--- src/rtl/tbeb_pkg.sv ---
// rtl/tbeb_pkg.sv - shared types, K-code constants and subblock decode tables for the 10b/8b decoder
package tbeb_pkg;

    typedef enum logic [1:0] {
        ST_LOS  = 2'd0,
        ST_ACQ  = 2'd1,
        ST_SYNC = 2'd2
    } sync_state_t;

    localparam logic [9:0] K28_5_RDN  = 10'h0FA;
    localparam logic [9:0] K28_5_RDP  = 10'h305;
    localparam logic [7:0] K28_5_BYTE = 8'hBC;

    typedef struct packed {
        logic       legal;
        logic [4:0] val;
    } dec6_t;

    typedef struct packed {
        logic       legal;
        logic [2:0] val;
    } dec4_t;

    // Both running-disparity forms of every data 6b code; K.28 is handled by the caller.
    function automatic dec6_t dec6(input logic [5:0] c);
        dec6_t r;
        r.legal = 1'b1;
        r.val   = 5'd0;
        case (c)
            6'b100111, 6'b011000: r.val = 5'd0;
            6'b011101, 6'b100010: r.val = 5'd1;
            6'b101101, 6'b010010: r.val = 5'd2;
            6'b110001:            r.val = 5'd3;
            6'b110101, 6'b001010: r.val = 5'd4;
            6'b101001:            r.val = 5'd5;
            6'b011001:            r.val = 5'd6;
            6'b111000, 6'b000111: r.val = 5'd7;
            6'b111001, 6'b000110: r.val = 5'd8;
            6'b100101:            r.val = 5'd9;
            6'b010101:            r.val = 5'd10;
            6'b110100:            r.val = 5'd11;
            6'b001101:            r.val = 5'd12;
            6'b101100:            r.val = 5'd13;
            6'b011100:            r.val = 5'd14;
            6'b010111, 6'b101000: r.val = 5'd15;
            6'b011011, 6'b100100: r.val = 5'd16;
            6'b100011:            r.val = 5'd17;
            6'b010011:            r.val = 5'd18;
            6'b110010:            r.val = 5'd19;
            6'b001011:            r.val = 5'd20;
            6'b101010:            r.val = 5'd21;
            6'b011010:            r.val = 5'd22;
            6'b111010, 6'b000101: r.val = 5'd23;
            6'b110011, 6'b001100: r.val = 5'd24;
            6'b100110:            r.val = 5'd25;
            6'b010110:            r.val = 5'd26;
            6'b110110, 6'b001001: r.val = 5'd27;
            6'b001110:            r.val = 5'd28;
            6'b101110, 6'b010001: r.val = 5'd29;
            6'b011110, 6'b100001: r.val = 5'd30;
            6'b101011, 6'b010100: r.val = 5'd31;
            default:              r.legal = 1'b0;
        endcase
        return r;
    endfunction

    // Data 4b codes other than the alternate A7 form, which depends on the 6b code.
    function automatic dec4_t dec4_data(input logic [3:0] c);
        dec4_t r;
        r.legal = 1'b1;
        r.val   = 3'd0;
        case (c)
            4'b0100, 4'b1011: r.val = 3'd0;
            4'b1001:          r.val = 3'd1;
            4'b0101:          r.val = 3'd2;
            4'b0011, 4'b1100: r.val = 3'd3;
            4'b0010, 4'b1101: r.val = 3'd4;
            4'b1010:          r.val = 3'd5;
            4'b0110:          r.val = 3'd6;
            4'b0001, 4'b1110: r.val = 3'd7;
            default:          r.legal = 1'b0;
        endcase
        return r;
    endfunction

    // 4b codes following K.28; the rd+ form (after 110000) is the bitwise complement.
    function automatic dec4_t dec4_k28(input logic [3:0] c, input logic rdp);
        dec4_t      r;
        logic [3:0] n;
        n       = rdp ? ~c : c;
        r.legal = 1'b1;
        r.val   = 3'd0;
        case (n)
            4'b0100: r.val = 3'd0;
            4'b1001: r.val = 3'd1;
            4'b0101: r.val = 3'd2;
            4'b0011: r.val = 3'd3;
            4'b0010: r.val = 3'd4;
            4'b1010: r.val = 3'd5;
            4'b0110: r.val = 3'd6;
            4'b1000: r.val = 3'd7;
            default: r.legal = 1'b0;
        endcase
        return r;
    endfunction

endpackage

--- src/rtl/tbeb_if.sv ---
// rtl/tbeb_if.sv - code word in / decoded byte out bundle for the 10b/8b decoder
interface tbeb_if;
    logic       tb_valid;
    logic [9:0] tb;
    logic       eb_valid;
    logic [7:0] eb;
    logic       k;
    logic       rd;
    logic       code_err;
    logic       disp_err;
    logic       sync;

    modport master (output tb_valid, tb,
                    input  eb_valid, eb, k, rd, code_err, disp_err, sync);
    modport slave  (input  tb_valid, tb,
                    output eb_valid, eb, k, rd, code_err, disp_err, sync);
endinterface

--- src/rtl/tbeb_sync_fsm.sv ---
// rtl/tbeb_sync_fsm.sv - comma-based link synchronization state machine with error leaky bucket
module tbeb_sync_fsm
    import tbeb_pkg::*;
#(
    parameter int ACQ_COMMAS = 3,
    parameter int LOSS_ERRS  = 4,
    parameter int GOOD_RUN   = 4
) (
    input  logic clk,
    input  logic reset,
    input  logic valid,
    input  logic good,
    input  logic comma,
    output logic sync
);
    localparam int CW = $clog2(ACQ_COMMAS + 1);
    localparam int EW = $clog2(LOSS_ERRS + 1);
    localparam int GW = $clog2(GOOD_RUN + 1);
    localparam logic [CW-1:0] C_MAX = CW'(ACQ_COMMAS);
    localparam logic [EW-1:0] E_MAX = EW'(LOSS_ERRS);

    sync_state_t   state_q, state_d;
    logic [CW-1:0] comma_q, comma_d;
    logic [EW-1:0] err_q, err_d;
    logic [GW-1:0] good_q, good_d;

    always_ff @(posedge clk) begin
        if (reset) begin
            state_q <= ST_LOS;
            comma_q <= '0;
            err_q   <= '0;
            good_q  <= '0;
        end else begin
            state_q <= state_d;
            comma_q <= comma_d;
            err_q   <= err_d;
            good_q  <= good_d;
        end
    end

    always_comb begin
        state_d = state_q;
        comma_d = comma_q;
        err_d   = err_q;
        good_d  = good_q;
        if (valid) begin
            case (state_q)
                ST_LOS: begin
                    if (good && comma) begin
                        comma_d = CW'(1);
                        err_d   = '0;
                        good_d  = '0;
                        state_d = (ACQ_COMMAS <= 1) ? ST_SYNC : ST_ACQ;
                    end
                end
                ST_ACQ: begin
                    if (good && comma) begin
                        if (comma_q != C_MAX) comma_d = comma_q + 1'b1;
                        if (int'(comma_q) + 1 >= ACQ_COMMAS) begin
                            state_d = ST_SYNC;
                            err_d   = '0;
                            good_d  = '0;
                        end
                    end else begin
                        state_d = ST_LOS;
                        comma_d = '0;
                    end
                end
                ST_SYNC: begin
                    if (!good) begin
                        good_d = '0;
                        if (err_q != E_MAX) err_d = err_q + 1'b1;
                        if (int'(err_q) + 1 >= LOSS_ERRS) begin
                            state_d = ST_LOS;
                            comma_d = '0;
                            err_d   = '0;
                        end
                    end else if (err_q == '0) begin
                        good_d = '0;
                    end else if (int'(good_q) + 1 >= GOOD_RUN) begin
                        // a full run of good words forgives exactly one counted error
                        err_d  = err_q - 1'b1;
                        good_d = '0;
                    end else begin
                        good_d = good_q + 1'b1;
                    end
                end
                default: state_d = ST_LOS;
            endcase
        end
    end

    assign sync = (state_q == ST_SYNC);

endmodule

--- src/rtl/tbeb.sv ---
// rtl/tbeb.sv - receive-side 10b/8b decoder with running disparity tracking and link sync
module tbeb
    import tbeb_pkg::*;
#(
    parameter int ACQ_COMMAS = 3,
    parameter int LOSS_ERRS  = 4,
    parameter int GOOD_RUN   = 4
) (
    input  logic   clk,
    input  logic   reset,
    tbeb_if.slave  bus
);
    logic [5:0] six;
    logic [3:0] four;
    logic [3:0] ones;
    dec6_t      d6;
    dec4_t      d4;
    dec4_t      dk;
    logic       is_k28;
    logic       kx7;
    logic       a7_ok;
    logic       legal;
    logic       is_k;
    logic [7:0] byte_d;
    logic       disp_bad;
    logic       rd_next;
    logic       good;
    logic       comma;
    logic       sync_w;

    assign six  = bus.tb[9:4];
    assign four = bus.tb[3:0];
    assign ones = 4'($countones(bus.tb));

    always_comb begin
        d6     = dec6(six);
        d4     = dec4_data(four);
        dk     = dec4_k28(four, six == 6'b110000);
        is_k28 = (six == 6'b001111) || (six == 6'b110000);
        kx7    = ((six == 6'b111010 || six == 6'b110110 || six == 6'b101110 || six == 6'b011110)
                  && four == 4'b1000)
              || ((six == 6'b000101 || six == 6'b001001 || six == 6'b010001 || six == 6'b100001)
                  && four == 4'b0111);
        a7_ok  = (four == 4'b1000 || four == 4'b0111)
              && (six == 6'b110100 || six == 6'b101100 || six == 6'b011100
               || six == 6'b100011 || six == 6'b010011 || six == 6'b001011);
        legal  = 1'b0;
        is_k   = 1'b0;
        byte_d = 8'h00;
        if (is_k28) begin
            legal  = dk.legal;
            is_k   = dk.legal;
            byte_d = {dk.val, 5'd28};
        end else if (kx7) begin
            legal  = 1'b1;
            is_k   = 1'b1;
            byte_d = {3'd7, d6.val};
        end else if (d6.legal && a7_ok) begin
            legal  = 1'b1;
            byte_d = {3'd7, d6.val};
        end else if (d6.legal && d4.legal) begin
            legal  = 1'b1;
            byte_d = {d4.val, d6.val};
        end
        // words whose weight is outside 4..6 can never be valid line code
        if (!legal || ones < 4'd4 || ones > 4'd6) begin
            legal  = 1'b0;
            is_k   = 1'b0;
            byte_d = 8'h00;
        end
        disp_bad = (ones == 4'd6 && bus.rd) || (ones == 4'd4 && !bus.rd);
        rd_next  = (ones == 4'd6) ? 1'b1 : (ones == 4'd4) ? 1'b0 : bus.rd;
        good     = legal && !disp_bad;
        comma    = is_k && (byte_d == K28_5_BYTE);
    end

    always_ff @(posedge clk) begin
        if (reset) begin
            bus.eb_valid <= 1'b0;
            bus.eb       <= 8'h00;
            bus.k        <= 1'b0;
            bus.rd       <= 1'b0;
            bus.code_err <= 1'b0;
            bus.disp_err <= 1'b0;
        end else begin
            bus.eb_valid <= bus.tb_valid;
            if (bus.tb_valid) begin
                bus.eb       <= byte_d;
                bus.k        <= is_k;
                bus.rd       <= rd_next;
                bus.code_err <= !legal;
                bus.disp_err <= disp_bad;
            end
        end
    end

    tbeb_sync_fsm #(
        .ACQ_COMMAS (ACQ_COMMAS),
        .LOSS_ERRS  (LOSS_ERRS),
        .GOOD_RUN   (GOOD_RUN)
    ) u_sync_fsm (
        .clk   (clk),
        .reset (reset),
        .valid (bus.tb_valid),
        .good  (good),
        .comma (comma),
        .sync  (sync_w)
    );

    assign bus.sync = sync_w;

endmodule
--- src/flat_wrapper.sv ---
// flat-port wrapper written by rule: the top's interface ports become plain ports
module tbeb_flat import tbeb_pkg::*;
#(
    parameter int ACQ_COMMAS = 3,
    parameter int LOSS_ERRS  = 4,
    parameter int GOOD_RUN   = 4
)
  (clk, reset, bus_tb_valid, bus_tb, bus_eb_valid, bus_eb, bus_k, bus_rd, bus_code_err, bus_disp_err, bus_sync);
  tbeb_if bus_i ();
  input  logic clk;
  input  logic reset;
  input wire logic [$bits(bus_i.tb_valid)-1:0] bus_tb_valid;
  input wire logic [$bits(bus_i.tb)-1:0] bus_tb;
  output wire logic [$bits(bus_i.eb_valid)-1:0] bus_eb_valid;
  output wire logic [$bits(bus_i.eb)-1:0] bus_eb;
  output wire logic [$bits(bus_i.k)-1:0] bus_k;
  output wire logic [$bits(bus_i.rd)-1:0] bus_rd;
  output wire logic [$bits(bus_i.code_err)-1:0] bus_code_err;
  output wire logic [$bits(bus_i.disp_err)-1:0] bus_disp_err;
  output wire logic [$bits(bus_i.sync)-1:0] bus_sync;
  assign bus_i.tb_valid = bus_tb_valid;
  assign bus_i.tb = bus_tb;
  assign bus_eb_valid = bus_i.eb_valid;
  assign bus_eb = bus_i.eb;
  assign bus_k = bus_i.k;
  assign bus_rd = bus_i.rd;
  assign bus_code_err = bus_i.code_err;
  assign bus_disp_err = bus_i.disp_err;
  assign bus_sync = bus_i.sync;
  tbeb #(.ACQ_COMMAS(ACQ_COMMAS), .LOSS_ERRS(LOSS_ERRS), .GOOD_RUN(GOOD_RUN)) u_core (.clk(clk), .reset(reset), .bus(bus_i));
endmodule
--- config.mk ---
export PLATFORM = sky130hd
export DESIGN_NAME = tbeb_flat
export DESIGN_NICKNAME = d
export VERILOG_FILES = /design/src/rtl/tbeb_pkg.sv /design/src/rtl/tbeb_if.sv /design/src/rtl/tbeb_sync_fsm.sv /design/src/rtl/tbeb.sv /design/src/flat_wrapper.sv
export SDC_FILE = /design/constraint.sdc
export NUM_CORES = 1
export LEC_CHECK = 0
export CAP_MARGIN = 0
export CORE_MARGIN = 5
export CORE_UTILIZATION = 40
export DETAILED_ROUTE_END_ITERATION = 8
export SLEW_MARGIN = 20
export SYNTH_ARGS = -nofsm -noshare
export SYNTH_HDL_FRONTEND = slang
export SYNTH_SLANG_ARGS = --single-unit
--- constraint.sdc ---
create_clock -name clk -period 6.4 [get_ports clk]
set_clock_uncertainty 0.15 [all_clocks]
set_input_delay 0.96 -clock clk [delete_from_list [all_inputs] [get_ports clk]]
set_output_delay 0.96 -clock clk [all_outputs]
set_load 0.02 [all_outputs]
==> results.yml, run 1 <==
outcome:
  run_status: "completed"
worst_setup_path:
  reg2reg_slack_ns: 4.16
  required_ns: 6.43
  slowest_stage: "clkdlybuf4s50_1"
  endpoint_kind: "flop"
  critPathMaxStageDelay_ns: 0.67
  cp_cell_sequence: "clkdlybuf4s50_1 > inv_1 > ha_1 > inv_1 > fa_1 > fa_1 > fa_1 > inv_1 > fa_1 > nor4b_1 > a22o_1 > nand3_1 > nor2_1 > nand2_1 > nor4_4 > buf_4 > o211ai_1 > o31a_1 > a311oi_1"
  critPathLaunchType: "input port"
  critPathBufInv: 5
  cpMostUsedCell: "fa_1"
  worstSetupPathType: "in -> reg"
  crit_path_max_fanout: 11
  critPathArrivalTime_ns: 5.75
  cp_top_family: "adder cells"
cts:
  postCtsResizedCells: 0
  postCtsSetupBuffers: 0
  cts_buffers: 3
  clockRootBuffer: "clkbuf_8"
  cts.clk_slew.worst_paths_ns: 0.09
  clockBufferDepth: 2
  tritoncts: "yes"
  holdBufCountCts: 0
  htree_levels: 1
  clock_sinks: 23
  clock_latency_ns: 0.28
detailed_routing:
  drc: 0
  drtIter0Drc: 173
  vias: 2830
  routedWlPerCell_um: 14.8
  finalWirelength_um: 7380
  dr.pass1.iters: 4
  viasPerCell: 5.67
  ant_nets: 0
logic_synthesis:
  yosysUniqueCellTypes: 62
  ys_seq_area_share_pct: 15.7
  synth_top_area_share_pct: 15.7
  mappedNetlistArea_um2: 2930
  ys_top_cells_by_area: "dfxtp_1 16%, ha_1 15%, nand3_1 5.5%"
  yosysWarnings: 0
  synth_edf_count: 0
  syn_nets: 444
  synth_ff_type: "dfxtp_1"
  synth.avg_cell_area_um2: 7.48
  synthCells: 391
  synthArstFlopShare_pct: 0
  synth_top_cell_by_area: "dfxtp_1"
  ys_seq_elements: 23
placement:
  portBuffers: 26
  gp_congestion: 0.894
  dp_hpwl_um: 5700
  placed_area_um2: 3220
  post-place-ws_ns: 0.346
power:
  power.density_nw_per_um2: 141
  p_leak_nw: 1.36
  vdd_drop_max_mv: 0.0639
layout:
  drive_gt1_share_pct: 5.75
  syn2layout_area_growth_pct: 11.5
  utilization_pct: 45.5
  diodes: 0
  fin_nets: 454
  final_area_um2: 3260
sta:
  rsz0062_at_grt: "false"
  finalHoldViolCount: 0
  finalMaxSlewViolations: 0
  final.setup.worst_slack_ns: 0.683
  min_period_ns: 5.72
  timing.final.crit_share_pct: 89.3
  slew_headroom_pct: 40.0
  fin_tns_setup_ns: 0
  worstMarginPinSlew_ns: 0.897
  setup-violations-final: 0
  max_freq_mhz: 175
floorplan:
  start_util_pct: 40.8
  core_area_um2: 7180
  ios: 27
  num_rows: 31
  die_w_um: 95.5
  die_h_um: 95.5
  die_area_um2: 9120
run:
  maxCapViolCount: 0
global_route:
  grt_pass1_vias: 2649
  antenna_found_initial: 0
  track_usage_pct: 16.7
  grt_max_degree: 24
  grt_pass1_wl_um: 12300
  grt.overflow.total: 0
worst_hold_path:
  min_path_type: "reg -> reg"
## state kept, by name, indices dropped and copies added, names as in the netlist
signal,cells
u_core.bus.code_err,1
u_core.bus.disp_err,1
u_core.bus.eb,8
u_core.bus.eb_valid,1
u_core.bus.k,1
u_core.bus.rd,1
u_core.u_sync_fsm.comma_q,2
u_core.u_sync_fsm.err_q,3
u_core.u_sync_fsm.good_q,3
u_core.u_sync_fsm.state_q,2
## placed cells by master, fill, tap and decap left out, types with 3 or more instances in the layout
master           Yosys  routed
a21boi_0             4       4
a31oi_1              4       4
nor3_1               4       4
dfxtp_1             23      23
nand4_1              3       3
buf_4                2       5
clkbuf_8             0       3
a22oi_1              6       6
a31o_2               4       4
nand2_1             35      35
clkdlybuf4s50_1      0      26
ha_1                34      34
nor4_1               6       6
and3_1               4       4
o22ai_1              3       3
a32oi_1              3       3
mux2i_1              7       7
o21ai_0             17      17
nor2_1              22      22
fa_1                 6       6
o211ai_1            10      10
nor2b_1              5       5
nand3_1             32      32
o211a_1              3       3
inv_1               36      36
nand2b_1             6       6
a32o_1               4       4
a21oi_1             27      27
a211oi_1             7       7
and2_1              11      11
## worst register-to-register path, cell delays in order, from the launching register on
cell,delay [ns]
dfxtp_1,0.39
inv_1,0.08
ha_1,0.27
nand2_1,0.11
a31o_2,0.15
a21oi_1,0.07
and3_1,0.23
or3_4,0.39
mux2_4,0.30
## layer usage
metal | global-route usage [%] | wire, um | vias up
li1 | - | - | 1425
met1 | 22.3 | 3400 | 1315
met2 | 28.3 | 3600 | 81
met3 | 1.03 | 269 | 9
met4 | 5.81 | 113 | 0
met5 | 0 | 0 | -
## cell type report
| cell class | instances | area, um2 |
|---|---|---|
| Sequential cell | 23 | 460 |
| Tap cell | 99 | 124 |
| Clock inverter | 1 | 5.00 |
| Timing Repair Buffer | 31 | 298 |
| Multi-Input combinational cell | 306 | 2200 |
| Clock buffer | 3 | 41.3 |
| Fill cell | 725 | 3910 |
| Inverter | 36 | 135 |
## synthesized netlist by cell type (4+ instances only)
master and instances:
nor3_1 4, nand2_1 35, and3_1 4, buf_2 14, a31o_2 4, o211ai_1 10
nor2b_1 5, clkbuf_1 7, a22oi_1 6, nor4_1 6, a211oi_1 7, a21oi_1 27
a21boi_0 4, and2_1 11, fa_1 6, nor2_1 22, nand3_1 32, a31oi_1 4
mux2i_1 7, inv_1 36, a32o_1 4, o21ai_0 17, nand2b_1 6, ha_1 34
dfxtp_1 23
## path summary, 6_finish.rpt
kind / endpoint / start / depth (start not counted)
worst min-delay path: u_core.bus.eb[0]$_SDFFE_PP0P_ / u_core.bus.eb[0]$_SDFFE_PP0P_ / 2
worst max register to register: u_core.u_sync_fsm.err_q[0]$_SDFFE_PP0P_ / u_core.u_sync_fsm.state_q[0]$_SDFFE_PP0P_ / 8
worst min register to register: u_core.bus.eb[0]$_SDFFE_PP0P_ / u_core.bus.eb[0]$_SDFFE_PP0P_ / 2
worst max-delay path: u_core.u_sync_fsm.state_q[1]$_SDFFE_PP0P_ / bus_tb[3] / 19
## where the power goes
group          internal, mW  leakage (nW)  switching [mW]
logic                0.0893          1.15           0.124
registers             0.148         0.186         0.00347
clock network        0.0437        0.0255          0.0516
## kinds of logic (layout without fill, tap and decap cells)
logic type      after synthesis  after routing  share of synthesized area, %
compound gates              113            113                          27.0
simple gates                142            142                          25.7
fa+ha+maj                    40             40                          18.6
xor+xnor                      3              3                         0.898
mux                           8              8                          2.91
buf+inv                      62             71                          9.07
flops                        23             23                          15.7
## stage by stage
stage | std cells | power [mW] | hold slack (ns)
finish | 499 | 0.460 | 0.303
global placement | 495 | 0.364 | 0.295
CTS | 499 | 0.465 | 0.309
floorplan | 391 | 0.315 | 0.319
detailed placement | 495 | 0.370 | 0.298
global route | 499 | 0.498 | 0.326
Power figures use the tool's default switching activity.
==> run 2, diff against run 1 <==
Settings changed: GPL_TIMING_DRIVEN from default to 0, PLACE_DENSITY from default to 0.64.
==> run 2 against run 1 <==
  * Largest cell class unchanged
  * Largest power group unchanged
  * Core utilization grew 1.4 points
  * Die area unchanged
  * Routed wire length up 3.4%
  * Via count grew 3.7%
  * Hold slack better by 0.0025 ns
==> results.yml, run 2 (synthesis gave the netlist of run 1 again) <==
worst_hold_path:
  hold_depth: 2
  min_path_type: "reg -> reg"
detailed_routing:
  drtIter0Drc: 199
  routedWlPerCell_um: 14.7
  ant_nets: 0
  viasPerCell: 5.63
  drc: 0
  dr.pass1.iters: 5
  vias: 2934
  finalWirelength_um: 7640
outcome:
  run_status: "completed"
worst_setup_path:
  crit_path_max_fanout: 9
  required_ns: 6.41
  worstSetupPathType: "in -> reg"
  reg2regPathDepth: 8
  critPathArrivalTime_ns: 6.10
  cpMostUsedCell: "fa_1"
  slowest_stage: "fa_1"
  critPathMaxStageDelay_ns: 0.58
  cp_cell_sequence: "clkdlybuf4s50_1 > clkbuf_1 > inv_1 > ha_1 > inv_1 > fa_1 > fa_1 > fa_1 > inv_1 > fa_1 > nor4b_1 > a22o_1 > nand3_1 > nor2_1 > nand2_1 > nor4_4 > a21oi_2 > or3_4 > mux2_4"
  endpoint_kind: "flop"
  critPathLaunchType: "input port"
sta:
  rsz0062_at_grt: "false"
  setup-violations-final: 0
  finalMaxSlewViolations: 0
  final.setup.worst_slack_ns: 0.310
  finalHoldViolCount: 0
  slew_headroom_pct: 61.3
  max_freq_mhz: 164
  min_period_ns: 6.09
  hold-worst-slack_ns: 0.306
  timing.final.crit_share_pct: 95.2
  worstMarginPinSlew_ns: 0.576
global_route:
  grt_max_degree: 13
  grt_pass1_vias: 2790
  grt_pass1_wl_um: 13100
  track_usage_pct: 17.3
  antenna_found_initial: 0
  grt.overflow.total: 0
cts:
  cts_buffers: 3
  tritoncts: "yes"
  clock_latency_ns: 0.27
  htree_levels: 1
  cts.clk_slew.worst_paths_ns: 0.08
  clockRootBuffer: "clkbuf_8"
  clock_sinks: 23
  clockBufferDepth: 2
power:
  power.density_nw_per_um2: 140
  power_frac_seq_pct: 32.3
  p_int_mw: 0.285
  p_leak_nw: 1.44
  switchingPower_mw: 0.184
  sw_frac_of_total_pct: 39.3
  clock_power_share_pct: 19.7
  vdd_drop_max_mv: 0.128
  combPwrFrac_pct: 48.0
layout:
  drive_gt1_share_pct: 9.00
  final_cell_mix: "36 x inv_1, 35 x nand2_1, 34 x ha_1"
  nFillCells: 741
  final_common_cell: "inv_1"
  reg.largest.list: "u_core.bus.eb (8), u_core.u_sync_fsm.err_q (3), u_core.u_sync_fsm.good_q (3)"
  regMostFlops: "u_core.bus.eb"
  fin_nets: 476
  diodes: 0
  instances_no_fill: 521
  syn2layout_area_growth_pct: 14.9
  largest_reg_flops: 8
  utilization_pct: 46.9
placement:
  place_inst: 515
  dp_hpwl_um: 6100
  gp_congestion: 0.863
  post-place-ws_ns: -0.126
  portBuffers: 25
floorplan:
  ios: 27
  die_w_um: 95.5
  start_util_pct: 40.8
  num_rows: 31
  core_area_um2: 7180
  die_area_um2: 9120
  die_h_um: 95.5
run:
  maxCapViolCount: 0
==> run 2: cell count changes in the layout (fill, tap and decap cells not counted) <==
cell,before,now
clkbuf_1,0,6
clkbuf_2,0,2
buf_1,0,2
buf_6,0,1
buf_4,5,4
clkdlybuf4s50_1,26,25
clkinv_2,1,0
buf_2,0,14
==> run 2: path summary, 6_finish.rpt <==
kind	slack, ns	end	start
max	0.31	u_core.u_sync_fsm.err_q[0]$_SDFFE_PP0P_	bus_tb[3]
min	0.31	u_core.bus.eb[0]$_SDFFE_PP0P_	u_core.bus.eb[0]$_SDFFE_PP0P_
max reg2reg	4.00	u_core.u_sync_fsm.err_q[0]$_SDFFE_PP0P_	u_core.bus.rd$_SDFFE_PP0P_
min reg2reg	0.31	u_core.bus.eb[0]$_SDFFE_PP0P_	u_core.bus.eb[0]$_SDFFE_PP0P_
==> run 2: through the flow <==
stage / area (um2) / setup TNS, ns / power [mW]
after detailed placement: 3300 / -0.145 / 0.378
after global placement: 3300 / -0.0439 / 0.372
after CTS: 3340 / 0 / 0.469
final: 3360 / 0 / 0.469
after global routing: 3360 / 0 / 0.505
after floorplan: 2930 / 0 / 0.315
==> run 2: area by class of cell <==
type	instances	area, um2	area share (%)
Multi-Input combinational cell	306	2200	65.4
Sequential cell	23	460	13.7
Timing Repair Buffer	27	265	7.89
Inverter	36	135	4.02
Buffer	26	133	3.94
Tap cell	99	124	3.68
Clock buffer	4	45.0	1.34
==> run 2: power by group through the flow <==
stage / clock network (mW) / registers [mW] / logic, mW
6_report: 0.0923 / 0.152 / 0.225
2_1_floorplan: 0 / 0.160 / 0.155
5_1_grt: 0.0985 / 0.152 / 0.254
4_1_cts: 0.0931 / 0.152 / 0.224
3_3_place_gp: 0 / 0.155 / 0.217
3_5_place_dp: 0 / 0.155 / 0.223
==> run 2: layer usage <==
metal,routed length (um),vias up,track usage [%]
met5,0,-,0
met4,70,0,3.20
met3,340,9,0.789
met2,3770,94,30.6
met1,3460,1367,23.6
li1,-,1464,-
==> run 2: critical path: cells and delay by family <==
| kind | cells | cell delay, ns |
|---|---|---|
| AO/OA/AOI/OAI | 2 | 0.38 |
| adder cells (fa/ha/maj) | 5 | 1.94 |
| buffers and inverters | 5 | 1.07 |
| AND/OR/NAND/NOR | 6 | 1.44 |
| multiplexers | 1 | 0.30 |
==> run 2: what timing repair did <==
action | in CTS | in global routing
gates resized for setup | 0 | 4
setup buffers | 0 | 2
setup endpoints to repair | 0 | 7
hold buffers | 0 | 0
==> run 3, diff against run 2 <==
Settings changed: CORE_MARGIN 5 to 1.5.
==> run 3 against run 2 <==
  * Flip-flop and latch count unchanged
  * Global-route usage up 2.9 points
  * Critical path depth unchanged
  * Critical path type unchanged
==> results.yml, run 3 (synthesis gave the netlist of run 1 again) <==
placement:
  dp_hpwl_um: 6080
  gp_congestion: 0.896
  post-place-ws_ns: -0.154
  portBuffers: 25
global_route:
  grt.overflow.total: 0
  gr-usage-met1_pct: 28.2
  grt_max_degree: 14
  grt_pass1_vias: 2675
  met2_usage_pct: 34.9
  met3_usage_pct: 2.52
  antenna_found_initial: 0
  track_usage_pct: 20.3
  grt_pass1_wl_um: 12800
  grt-busiest-layer: "met2"
sta:
  finalHoldViolCount: 0
  slew_headroom_pct: 58.3
  min_period_ns: 6.10
  rsz0062_at_grt: "false"
  finalMaxSlewViolations: 0
  setup-violations-final: 0
  worstMarginPinSlew_ns: 0.620
  final.setup.worst_slack_ns: 0.305
  max_freq_mhz: 164
  timing.final.crit_share_pct: 95.2
floorplan:
  die_h_um: 88.5
  start_util_pct: 42.1
  die_area_um2: 7830
  ios: 27
  die_w_um: 88.5
  num_rows: 30
  core_area_um2: 6940
layout:
  multi_input_area_um2: 2200
  syn2layout_area_growth_pct: 14.8
  diodes: 0
  largest_reg_flops: 8
  final_common_cell: "inv_1"
  final_cell_mix: "36 x inv_1, 35 x nand2_1, 34 x ha_1"
  nFillCells: 711
  drive_gt1_share_pct: 9.00
  regMostFlops: "u_core.bus.eb"
  ff_latch_area_um2: 460
  reg.largest.list: "u_core.bus.eb (8), u_core.u_sync_fsm.err_q (3), u_core.u_sync_fsm.good_q (3)"
  fin_nets: 476
worst_setup_path:
  critPathLaunchType: "input port"
  worstSetupPathType: "in -> reg"
  required_ns: 6.41
  crit_path_max_fanout: 8
  endpoint_kind: "flop"
  critPathArrivalTime_ns: 6.11
cts:
  cts_buffers: 3
  htree_levels: 1
  tritoncts: "yes"
  clockRootBuffer: "clkbuf_8"
  holdBufCountCts: 0
  clock_sinks: 23
  clockBufferDepth: 2
  clock_latency_ns: 0.26
  cts.clk_slew.worst_paths_ns: 0.09
detailed_routing:
  drc: 0
  drtIter0Drc: 282
  vias: 2962
  dr.pass1.iters: 4
  routedWlPerCell_um: 14.8
  viasPerCell: 5.72
  ant_nets: 0
  finalWirelength_um: 7650
outcome:
  run_status: "completed"
power:
  power.density_nw_per_um2: 139
  power.total_mw: 0.466
  vdd_drop_max_mv: 0.0835
  p_leak_nw: 1.44
worst_hold_path:
  min_path_type: "reg -> reg"
run:
  maxCapViolCount: 0
[run 3: cell count changes in the layout (fill, tap and decap cells not counted), sizes merged]
| cell | delta |
|---|---|
| buf | +1 |
| clkbuf | -2 |
| clkinv | +1 |
[run 3: worst paths after layout]
path	startpoint	endpoint	slack [ns]	cells past startpoint
max	bus_tb[0]	u_core.u_sync_fsm.err_q[0]$_SDFFE_PP0P_	0.30	19
min	u_core.bus.eb[0]$_SDFFE_PP0P_	u_core.bus.eb[0]$_SDFFE_PP0P_	0.31	2
max reg2reg	u_core.bus.rd$_SDFFE_PP0P_	u_core.u_sync_fsm.err_q[0]$_SDFFE_PP0P_	4.06	8
min reg2reg	u_core.bus.eb[0]$_SDFFE_PP0P_	u_core.bus.eb[0]$_SDFFE_PP0P_	0.31	2
[run 3: layout make-up]
type / count / share of cell area (%)
Clock buffer: 3 / 1.23
Sequential cell: 23 / 13.7
Clock inverter: 1 / 0.149
Timing Repair Buffer: 27 / 7.90
Tap cell: 96 / 3.58
Buffer: 26 / 3.91
Inverter: 36 / 4.02
Multi-Input combinational cell: 306 / 65.5
[run 3: stage by stage]
step	utilization, %	instances	setup TNS, ns	hold WS, ns	cell area [um2]
final	48.4	518	0	0.312	3360
after global routing	48.4	518	0	0.344	3360
after CTS	48.1	516	0	0.313	3340
after detailed placement	47.5	512	-0.213	0.299	3300
after global placement	47.5	512	-0.0374	0.294	3300
after floorplan	-	391	0	0.319	2930
[run 3: layer usage]
metal | vias to the layer above | share of wire [%]
li1 | 1471 | -
met1 | 1406 | 48
met2 | 81 | 47
met3 | 4 | 3.8
met4 | 0 | 0.52
met5 | - | 0
[run 3: repair_timing]
action / in CTS / in global routing
resized for setup: 0 / 3
setup buffers: 0 / 2
endpoints found under the setup margin: 0 / 6
[run 3: power by group]
group | total (mW) | switching, mW | internal [mW]
clock network | 0.0898 | 0.0464 | 0.0434
registers | 0.151 | 0.00337 | 0.148
logic | 0.225 | 0.133 | 0.0920
total | 0.466 | 0.182 | 0.283
[run 3: critical path, stage by stage]
cell and delay, ns:
clkdlybuf4s50_1 0.50, clkbuf_1 0.32, inv_1 0.15, ha_1 0.31, inv_1 0.05, fa_1 0.50
fa_1 0.58, fa_1 0.19, inv_1 0.05, fa_1 0.38, nor4b_1 0.29, a22o_1 0.26
nand3_1 0.09, nor2_1 0.24, nand2_1 0.13, nor4_4 0.27, a21oi_2 0.10, or3_4 0.42
mux2_4 0.31
